### src/rtl/sdr_tx_arbiter.sv
// Transmit-path arbiter: grants one Protocol-2 packet source at a time, holds the
// grant until the sender reports done, aborts stuck or orphaned grants, and enforces an idle gap.
//
//  state   | meaning
//  --------+------------------------------------------------------------
//  ST_IDLE | no grant; requests evaluated every cycle
//  ST_HOLD | grant registered and stable; watchdog timer counting down
//  ST_GAP  | grant withdrawn; IFG grant-free cycles before returning to IDLE
module sdr_tx_arbiter #(
    parameter int          NR      = 8,
    parameter logic [15:0] TIMEOUT = 16'd50000,
    parameter logic [3:0]  IFG     = 4'd2
) (
    input  logic          tx_clock,
    input  logic          reset_n,
    input  logic          run,
    input  logic          wideband,
    input  logic [7:0]    wb_pkts,
    input  logic          req_resp,
    input  logic          req_cc,
    input  logic          req_mic,
    input  logic          req_wb,
    input  logic [NR-1:0] req_ddc,
    input  logic          tx_done,
    output logic          grant_valid,
    output logic [4:0]    grant_id,
    output logic [NR-1:0] grant_ddc,
    output logic          abort,
    output logic          timeout_err,
    output logic          phy_ready
);

    localparam int RRW = (NR > 1) ? $clog2(NR) : 1;

    localparam logic [4:0] ID_RESP = 5'd0;
    localparam logic [4:0] ID_CC   = 5'd1;
    localparam logic [4:0] ID_MIC  = 5'd2;
    localparam logic [4:0] ID_WB   = 5'd3;

    typedef enum logic [1:0] {
        ST_IDLE = 2'd0,
        ST_HOLD = 2'd1,
        ST_GAP  = 2'd2
    } state_t;

    state_t          state_q, state_d;
    logic            grant_valid_q, grant_valid_d;
    logic [4:0]      grant_id_q, grant_id_d;
    logic [NR-1:0]   grant_ddc_q, grant_ddc_d;
    logic            abort_q, abort_d;
    logic            timeout_err_q, timeout_err_d;
    logic            phy_ready_q, phy_ready_d;
    logic [RRW-1:0]  rr_ptr_q, rr_ptr_d;
    logic [7:0]      wb_cnt_q, wb_cnt_d;
    logic [15:0]     tmr_q, tmr_d;
    logic [3:0]      gap_q, gap_d;

    // Round-robin search over DDC requests, starting at rr_ptr.
    logic            ddc_hit;
    logic [RRW-1:0]  ddc_sel;
    logic [RRW-1:0]  ddc_sel_next;

    always_comb begin
        int idx;
        int nxt;
        idx     = 0;
        nxt     = 0;
        ddc_hit = 1'b0;
        ddc_sel = '0;
        for (int i = 0; i < NR; i++) begin
            idx = int'(rr_ptr_q) + i;
            if (idx >= NR) begin
                idx = idx - NR;
            end
            if (!ddc_hit && req_ddc[idx]) begin
                ddc_hit = 1'b1;
                ddc_sel = RRW'(idx);
            end
        end
        nxt = int'(ddc_sel) + 1;
        if (nxt >= NR) begin
            nxt = 0;
        end
        ddc_sel_next = RRW'(nxt);
    end

    logic       wb_first;
    logic       wb_cont;
    logic [7:0] wb_lim;
    logic [8:0] wb_next;
    logic [7:0] wb_cnt_upd;

    assign wb_first   = wideband & req_wb & (wb_cnt_q == 8'd0);
    assign wb_cont    = wideband & req_wb & (wb_cnt_q != 8'd0) & (req_ddc == '0);
    assign wb_lim     = (wb_pkts == 8'd0) ? 8'd1 : wb_pkts;
    assign wb_next    = {1'b0, wb_cnt_q} + 9'd1;
    assign wb_cnt_upd = (wb_next >= {1'b0, wb_lim}) ? 8'd0 : wb_next[7:0];

    // Priority pick; everything except the response source requires run.
    logic          pick_valid;
    logic [4:0]    pick_id;
    logic [NR-1:0] pick_ddc;
    logic          pick_is_ddc;

    always_comb begin
        pick_valid  = 1'b0;
        pick_id     = ID_RESP;
        pick_ddc    = '0;
        pick_is_ddc = 1'b0;
        if (req_resp) begin
            pick_valid = 1'b1;
            pick_id    = ID_RESP;
        end else if (run) begin
            if (req_cc) begin
                pick_valid = 1'b1;
                pick_id    = ID_CC;
            end else if (req_mic) begin
                pick_valid = 1'b1;
                pick_id    = ID_MIC;
            end else if (wb_first) begin
                pick_valid = 1'b1;
                pick_id    = ID_WB;
            end else if (ddc_hit) begin
                pick_valid  = 1'b1;
                pick_is_ddc = 1'b1;
                pick_id     = 5'(4 + int'(ddc_sel));
                pick_ddc    = NR'(1) << ddc_sel;
            end else if (wb_cont) begin
                pick_valid = 1'b1;
                pick_id    = ID_WB;
            end
        end
    end

    always_comb begin
        state_d       = state_q;
        grant_valid_d = grant_valid_q;
        grant_id_d    = grant_id_q;
        grant_ddc_d   = grant_ddc_q;
        abort_d       = 1'b0;
        timeout_err_d = timeout_err_q;
        rr_ptr_d      = rr_ptr_q;
        wb_cnt_d      = wb_cnt_q;
        tmr_d         = tmr_q;
        gap_d         = gap_q;
        phy_ready_d   = !(grant_valid_q && (grant_id_q >= 5'd4)) && (req_ddc == '0);

        case (state_q)
            ST_IDLE: begin
                if (!run) begin
                    rr_ptr_d      = '0;
                    wb_cnt_d      = 8'd0;
                    timeout_err_d = 1'b0;
                end
                if (pick_valid) begin
                    grant_valid_d = 1'b1;
                    grant_id_d    = pick_id;
                    grant_ddc_d   = pick_ddc;
                    tmr_d         = TIMEOUT - 16'd1;
                    state_d       = ST_HOLD;
                    if (pick_is_ddc) begin
                        rr_ptr_d = ddc_sel_next;
                    end
                end
            end

            ST_HOLD: begin
                // tx_done outranks both abort causes when they coincide.
                if (tx_done) begin
                    if (grant_id_q == ID_WB) begin
                        wb_cnt_d = wb_cnt_upd;
                    end
                    grant_valid_d = 1'b0;
                    grant_id_d    = ID_RESP;
                    grant_ddc_d   = '0;
                    gap_d         = IFG - 4'd1;
                    state_d       = ST_GAP;
                end else if (tmr_q == 16'd0) begin
                    abort_d       = 1'b1;
                    timeout_err_d = 1'b1;
                    grant_valid_d = 1'b0;
                    grant_id_d    = ID_RESP;
                    grant_ddc_d   = '0;
                    gap_d         = IFG - 4'd1;
                    state_d       = ST_GAP;
                end else if (!run && (grant_id_q != ID_RESP)) begin
                    abort_d       = 1'b1;
                    grant_valid_d = 1'b0;
                    grant_id_d    = ID_RESP;
                    grant_ddc_d   = '0;
                    gap_d         = IFG - 4'd1;
                    state_d       = ST_GAP;
                end else begin
                    tmr_d = tmr_q - 16'd1;
                end
            end

            ST_GAP: begin
                if (gap_q == 4'd0) begin
                    state_d = ST_IDLE;
                end else begin
                    gap_d = gap_q - 4'd1;
                end
            end

            default: begin
                state_d = ST_IDLE;
            end
        endcase
    end

    always_ff @(posedge tx_clock) begin
        if (!reset_n) begin
            state_q       <= ST_IDLE;
            grant_valid_q <= 1'b0;
            grant_id_q    <= 5'd0;
            grant_ddc_q   <= '0;
            abort_q       <= 1'b0;
            timeout_err_q <= 1'b0;
            phy_ready_q   <= 1'b1;
            rr_ptr_q      <= '0;
            wb_cnt_q      <= 8'd0;
            tmr_q         <= 16'd0;
            gap_q         <= 4'd0;
        end else begin
            state_q       <= state_d;
            grant_valid_q <= grant_valid_d;
            grant_id_q    <= grant_id_d;
            grant_ddc_q   <= grant_ddc_d;
            abort_q       <= abort_d;
            timeout_err_q <= timeout_err_d;
            phy_ready_q   <= phy_ready_d;
            rr_ptr_q      <= rr_ptr_d;
            wb_cnt_q      <= wb_cnt_d;
            tmr_q         <= tmr_d;
            gap_q         <= gap_d;
        end
    end

    assign grant_valid = grant_valid_q;
    assign grant_id    = grant_id_q;
    assign grant_ddc   = grant_ddc_q;
    assign abort       = abort_q;
    assign timeout_err = timeout_err_q;
    assign phy_ready   = phy_ready_q;

endmodule
### config.mk
export PLATFORM = sky130hd
export DESIGN_NAME = sdr_tx_arbiter
export DESIGN_NICKNAME = d
export VERILOG_FILES = /design/src/rtl/sdr_tx_arbiter.sv
export SDC_FILE = /design/constraint.sdc
export NUM_CORES = 1
export LEC_CHECK = 0
export BUFFER_PORTS_ARGS = -buffer_cell sky130_fd_sc_hd__clkbuf_2
export CAP_MARGIN = 0
export CORE_MARGIN = 5
export CORE_UTILIZATION = 45
export CTS_CLUSTER_SIZE = 40
export DETAILED_ROUTE_END_ITERATION = 6
export GPL_TIMING_DRIVEN = 0
export PLACE_DENSITY_LB_ADDON = 0.3
export SLEW_MARGIN = 20
export SYNTH_ARGS = -nofsm -noshare
export SYNTH_HDL_FRONTEND = slang
export SYNTH_SLANG_ARGS = --single-unit
### constraint.sdc
create_clock -name tx_clock -period 7.07 [get_ports tx_clock]
set_clock_uncertainty 0.1 [all_clocks]
set_input_delay 1.0605 -clock tx_clock [delete_from_list [all_inputs] [get_ports tx_clock]]
set_output_delay 1.0605 -clock tx_clock [all_outputs]
set_load 0.1 [all_outputs]
# ---- Word level (Yosys, flattened, before mapping)
# Cells that the tools add are included.
dict set report word_totals {
  register_bits 50
  latchBits 0
  ram_bits 0
  romBits 0
  in_bits 25
  out_inout_bits 17
  word_cells 228
  memories 0
}
dict set report op_classes {
  n_addsub 20
  mul 0
  n_div 0
  magnitude_cmp 19
  eq_ne 14
  shift 1
  mux 121
  bitwise_logic 6
  n_reduce_logical 36
}
# operator count
set ops {}
lappend ops {{$lt 32x5->1 const B} 8}
lappend ops {{$mux 32} 8}
lappend ops {{$mux 8} 15}
lappend ops {{$mux 16} 4}
lappend ops {{$mux 1} 46}
lappend ops {{$mux 4} 10}
lappend ops {{$mux 3} 12}
lappend ops {{$sub 4x4->5 const B} 7}
lappend ops {{$ge 4x4->1 const B} 8}
lappend ops {{$pmux 16 s2} 1}
lappend ops {{$pmux 8 s2} 2}
lappend ops {{$bmux 1 s3} 8}
lappend ops {{$logic_not 8->1} 3}
lappend ops {{$mux 5} 4}
lappend ops {{$ne 2x2->1 const B} 10}
lappend ops {{$add 3x3->4 const B} 4}
lappend ops {{$logic_not 16->1} 1}
lappend ops {{$sub 16x1->16 const B} 1}
lappend ops {{$mux 2} 6}
lappend ops {{$logic_and 1x1->1} 10}
lappend ops {{$pmux 5 s2} 1}
lappend ops {{$add 8x1->9 const B} 1}
lappend ops {{$ge 9x8->1} 1}
lappend ops {{$logic_not 1->1} 9}
lappend ops {{26 further kinds} 37}

# ---- Logic depth before layout (Yosys ltp)
dict set report logic_depth {
  depth_word 36
  mapped_depth 17
  ltp_nobuf 14
}

# ---- Worst setup path before layout
# Ideal clock, no wire load.
dict set report synth_timing {
  path_kind {flip-flop to flip-flop}
  startpoint {reg rr_ptr_q[0]}
  endpoint {reg rr_ptr_q[2]}
  setup_time_ns 0.117
  t_arrival_ns 3.843
  required_time_ns 6.853
  path_slack_ns 3.010
  stages_incl_launch_ff 18
  n_path_buf 3
  synth_period_minus_slack_ns 4.060
  cell_sequence {dfxtp_1 > buf_6 > clkbuf_1 > inv_1 > ha_1 > buf_2 > mux2_2 > mux2_2 > o221ai_1 > nand3_1 > a2111oi_2 > a21o_1 > inv_1 > ha_1 > ha_1 > nand2_1 > nor4_1 > o22a_1}
}
dict set report synth_between {
  elab_chain_cells 35
  word_cells_on_any_way 102
  cone_classes {add/sub (16); order compare (9); mux (63); reduce/logical (14)}
}
# element line
set synth_lines {}
lappend synth_lines {{from (decl)} 53} ;# logic [RRW-1:0] rr_ptr_q, rr_ptr_d;
lappend synth_lines {{from (signal assigned)} 233} ;# rr_ptr_q <= rr_ptr_d;
lappend synth_lines {{branches (longest 34 deep; another with $sub 4x4->5)} n/a}
lappend synth_lines {{$mux 3 *} 155} ;# if (pick_valid) begin
# Mark *: on every way between the ends. The select of a mux whose other input is x is not followed.
# A chain may end at the register's enable or synchronous reset.

# ---- Final worst setup path
# Same ends and word-level chain as after synthesis.

==> impl_metrics.tcl <==
set metrics [dict create \
    dpl.hpwl_um 6400 \
    clock_latency_ps 310 \
    whs_path_depth 2 \
    maxSlewHeadroom_pct 29.6 \
    worstHoldStart "grant_valid" \
    dr_total_vias 3143 \
    grt_pass1_vias 3115 \
    hold_viol 0 \
    die_y_um 97.5 \
    post_cts_buffers 0 \
    holdPathEnd "grant_valid" \
    fin_crit_sh_pct 65.7 \
    grtUsageTotal_pct 17.2 \
    status "complete, no violations" \
    fmax_ghz 0.215 \
    core_um2 7610 \
    antenna_found_initial 0 \
    worstHoldPathType "reg2reg" \
    ff2ff_path_depth 17 \
    boundaryPins 42 \
    synth_edf_count 0 \
    criticalPathCategory "reg2reg" \
    syn_to_final_growth_pct 12.0 \
    drc 0 \
    ys_seq_elements 49 \
    synth_fp_nets 450 \
    synth_area_um2 3450 \
    fp.dieW_um 97.5 \
    clockRootBuffer "clkbuf_8" \
    final-setup-viol-count 0 \
    wl_per_cell_um 14.7 \
    postCtsResizedCells 0 \
    crit_fanout 10 \
    hold_buffers 0 \
    nets 497 \
    cts_tree "done" \
    clk_path_buf_depth 2 \
    synthDistinctLibCells 70 \
    maxSlewViolCount 0 \
    gr-total-overflow 0 \
    yosys_warnings 0 \
    cts_htree_levels 2 \
    gp_congestion 0.882 \
    dieArea_um2 9510 \
    yosysSeqAreaShare_pct 28.5 \
    cap_viol_max_count 0 \
    p_per_area_nw_per_um2 167 \
    cts.clk_slew.worst_paths_ps 100 \
    worstSetupEndpointType "register" \
    clock_sinks 49 \
    peakVddDrop_mv 0.0785 \
    syn_avg_cell_area_um2 8.49 \
    rsz0062_at_grt "no" \
    tns_ps 0 \
    grt_pass1_wl_um 14000 \
    critPathLaunchType "register" \
    wl_um 8170 \
    total_leakage_power_nw 1.65 \
    worstReg2RegEnd "rr_ptr_q[2]" \
    critPathArrivalTime_ps 4790 \
    reg2reg_slack_ps 2420 \
    fin_util_pct 50.7 \
    cp_data_required_time_ps 7220 \
    fin_crit_ps 4650 \
    placementRows 32 \
    drtIter0Drc 131 \
    numPortBuffers 40 \
    final_antenna_net_count 0 \
    worst_pin_slew_ps 1050 \
    drive_gt1_share_pct 19.2 \
    first_pass_iters 4 \
    vias_per_cell 5.65 \
    r2r_start "rr_ptr_q[0]" \
    cts_inserted_buffers 5 \
    n_fill_cell 763 \
    start_util_pct 45.3 \
    grt_max_degree 16 \
    synthCells 406 \
    synth_top_flop_cell "dfxtp_1" \
    async_flop_share_pct 0 \
    antenna_cells 0 \
]
routing by layer:
layer  vias to the layer above  part of all wire (%)  GRT usage (%)
met3                         4                   3.7           2.94
met5                         -                     0              0
met1                      1500                    46           21.5
met4                         0                  0.54           4.15
li1                       1579                     -              -
met2                        60                    49           30.4
stage by stage:
step	setup WS, ps	hold slack [ps]	instances	power (mW)	cell area, um^2
6_report	2420	379	556	0.643	3860
4_1_cts	2430	382	556	0.648	3860
3_3_place_gp	2510	363	548	0.475	3770
2_1_floorplan	3010	347	406	0.437	3450
3_5_place_dp	2460	367	548	0.479	3770
5_1_grt	2110	415	556	0.677	3860
area by class of cell:
| cell class | count | area (um^2) | share of cell area [%] |
|---|---|---|---|
| Multi-Input combinational cell | 317 | 2290 | 59.4 |
| Sequential cell | 49 | 981 | 25.4 |
| Timing Repair Buffer | 40 | 200 | 5.19 |
| Tap cell | 102 | 128 | 3.31 |
| Inverter | 27 | 101 | 2.63 |
| Clock buffer | 6 | 72.6 | 1.88 |
| Buffer | 13 | 70.1 | 1.82 |
| Clock inverter | 2 | 13.8 | 0.357 |
power breakdown:
part           internal (mW)  total (mW)  switching (mW)
Combinational         0.0625       0.170           0.108
Clock                 0.0708       0.169          0.0981
Sequential             0.290       0.304          0.0142
Total                  0.423       0.643           0.220
placed cells by master, fill, tap and decap left out, drive strengths merged, types with 5 or more instances in the layout:
cell    netlist  routed
clkbuf        7      53
dfxtp        49      49
nor2         43      43
nand2        38      38
a21oi        27      27
inv          26      27
ha           19      19
xor2         15      15
o21ai        14      14
nand3        12      12
nor3         12      12
xnor2        10      10
nor4         10      10
mux2          8       8
o211ai        8       8
a22oi         8       8
mux2i         8       8
mux4          7       7
a21o          7       7
nand2b        6       6
buf           6       6
and3          5       5
a211oi        5       5
cell usage after synthesis, types with 8 or more instances:
cell type  instances  area (um^2)
nor4_1            10         62.6
xor2_1            14          123
dfxtp_1           49          981
inv_1             25         93.8
nand3_1           12         60.1
xnor2_1           10         87.6
ha_1              19          238
nor2_1            43          161
mux2_2             8         90.1
a22oi_1            8         60.1
a21oi_1           27          135
nand2_1           38          143
nor3_1            10         50.1
o21ai_0           11         55.1
o211ai_1           8         60.1
cell families (layout without fill, tap and decap cells):
kind of cell,Yosys count,after routing,share of synthesized area [%]
adders and majority gates,19,19,6.90
xor gates and xnor gates,25,25,6.57
and+or+nand+nor,146,146,21.1
AOI/OAI and AO/OA,103,103,22.0
other,1,1,0.109
DFF,49,49,28.5
muxes,23,23,9.88
buffers and inverters,40,88,4.97
worst max path at each step:
stage                 from          end  slack (ps)  depth (start not counted)
3_3_place_gp   rr_ptr_q[0]  rr_ptr_q[2]        2510                         17
6_report       rr_ptr_q[0]  rr_ptr_q[2]        2420                         17
2_1_floorplan  rr_ptr_q[0]  rr_ptr_q[2]        3010                         17
4_1_cts        rr_ptr_q[0]  rr_ptr_q[2]        2430                         17
3_5_place_dp   rr_ptr_q[0]  rr_ptr_q[2]        2460                         17
5_1_grt        rr_ptr_q[0]  rr_ptr_q[2]        2110                         17
critical path, stage by stage (launching register included):
cell and delay [ps]:
dfxtp_1 390, buf_6 170, clkbuf_1 360, inv_1 130, ha_1 320, buf_2 250
mux2_2 390, mux2_2 280, o221ai_1 400, nand3_1 210, a2111oi_2 360, a21o_1 200
inv_1 100, ha_1 220, ha_1 290, nand2_1 60, nor4_1 190, o22a_1 160
registers in the layout, summed over array words and instances, names as in the netlist:
| register | flops |
|---|---|
| gap_q | 4 |
| abort | 1 |
| grant_ddc | 8 |
| wb_cnt_q | 8 |
| timeout_err | 1 |
| phy_ready | 1 |
| state_q | 2 |
| tmr_q | 16 |
| grant_id | 4 |
| grant_valid | 1 |
| rr_ptr_q | 3 |
(Power assumes the default switching activity.)
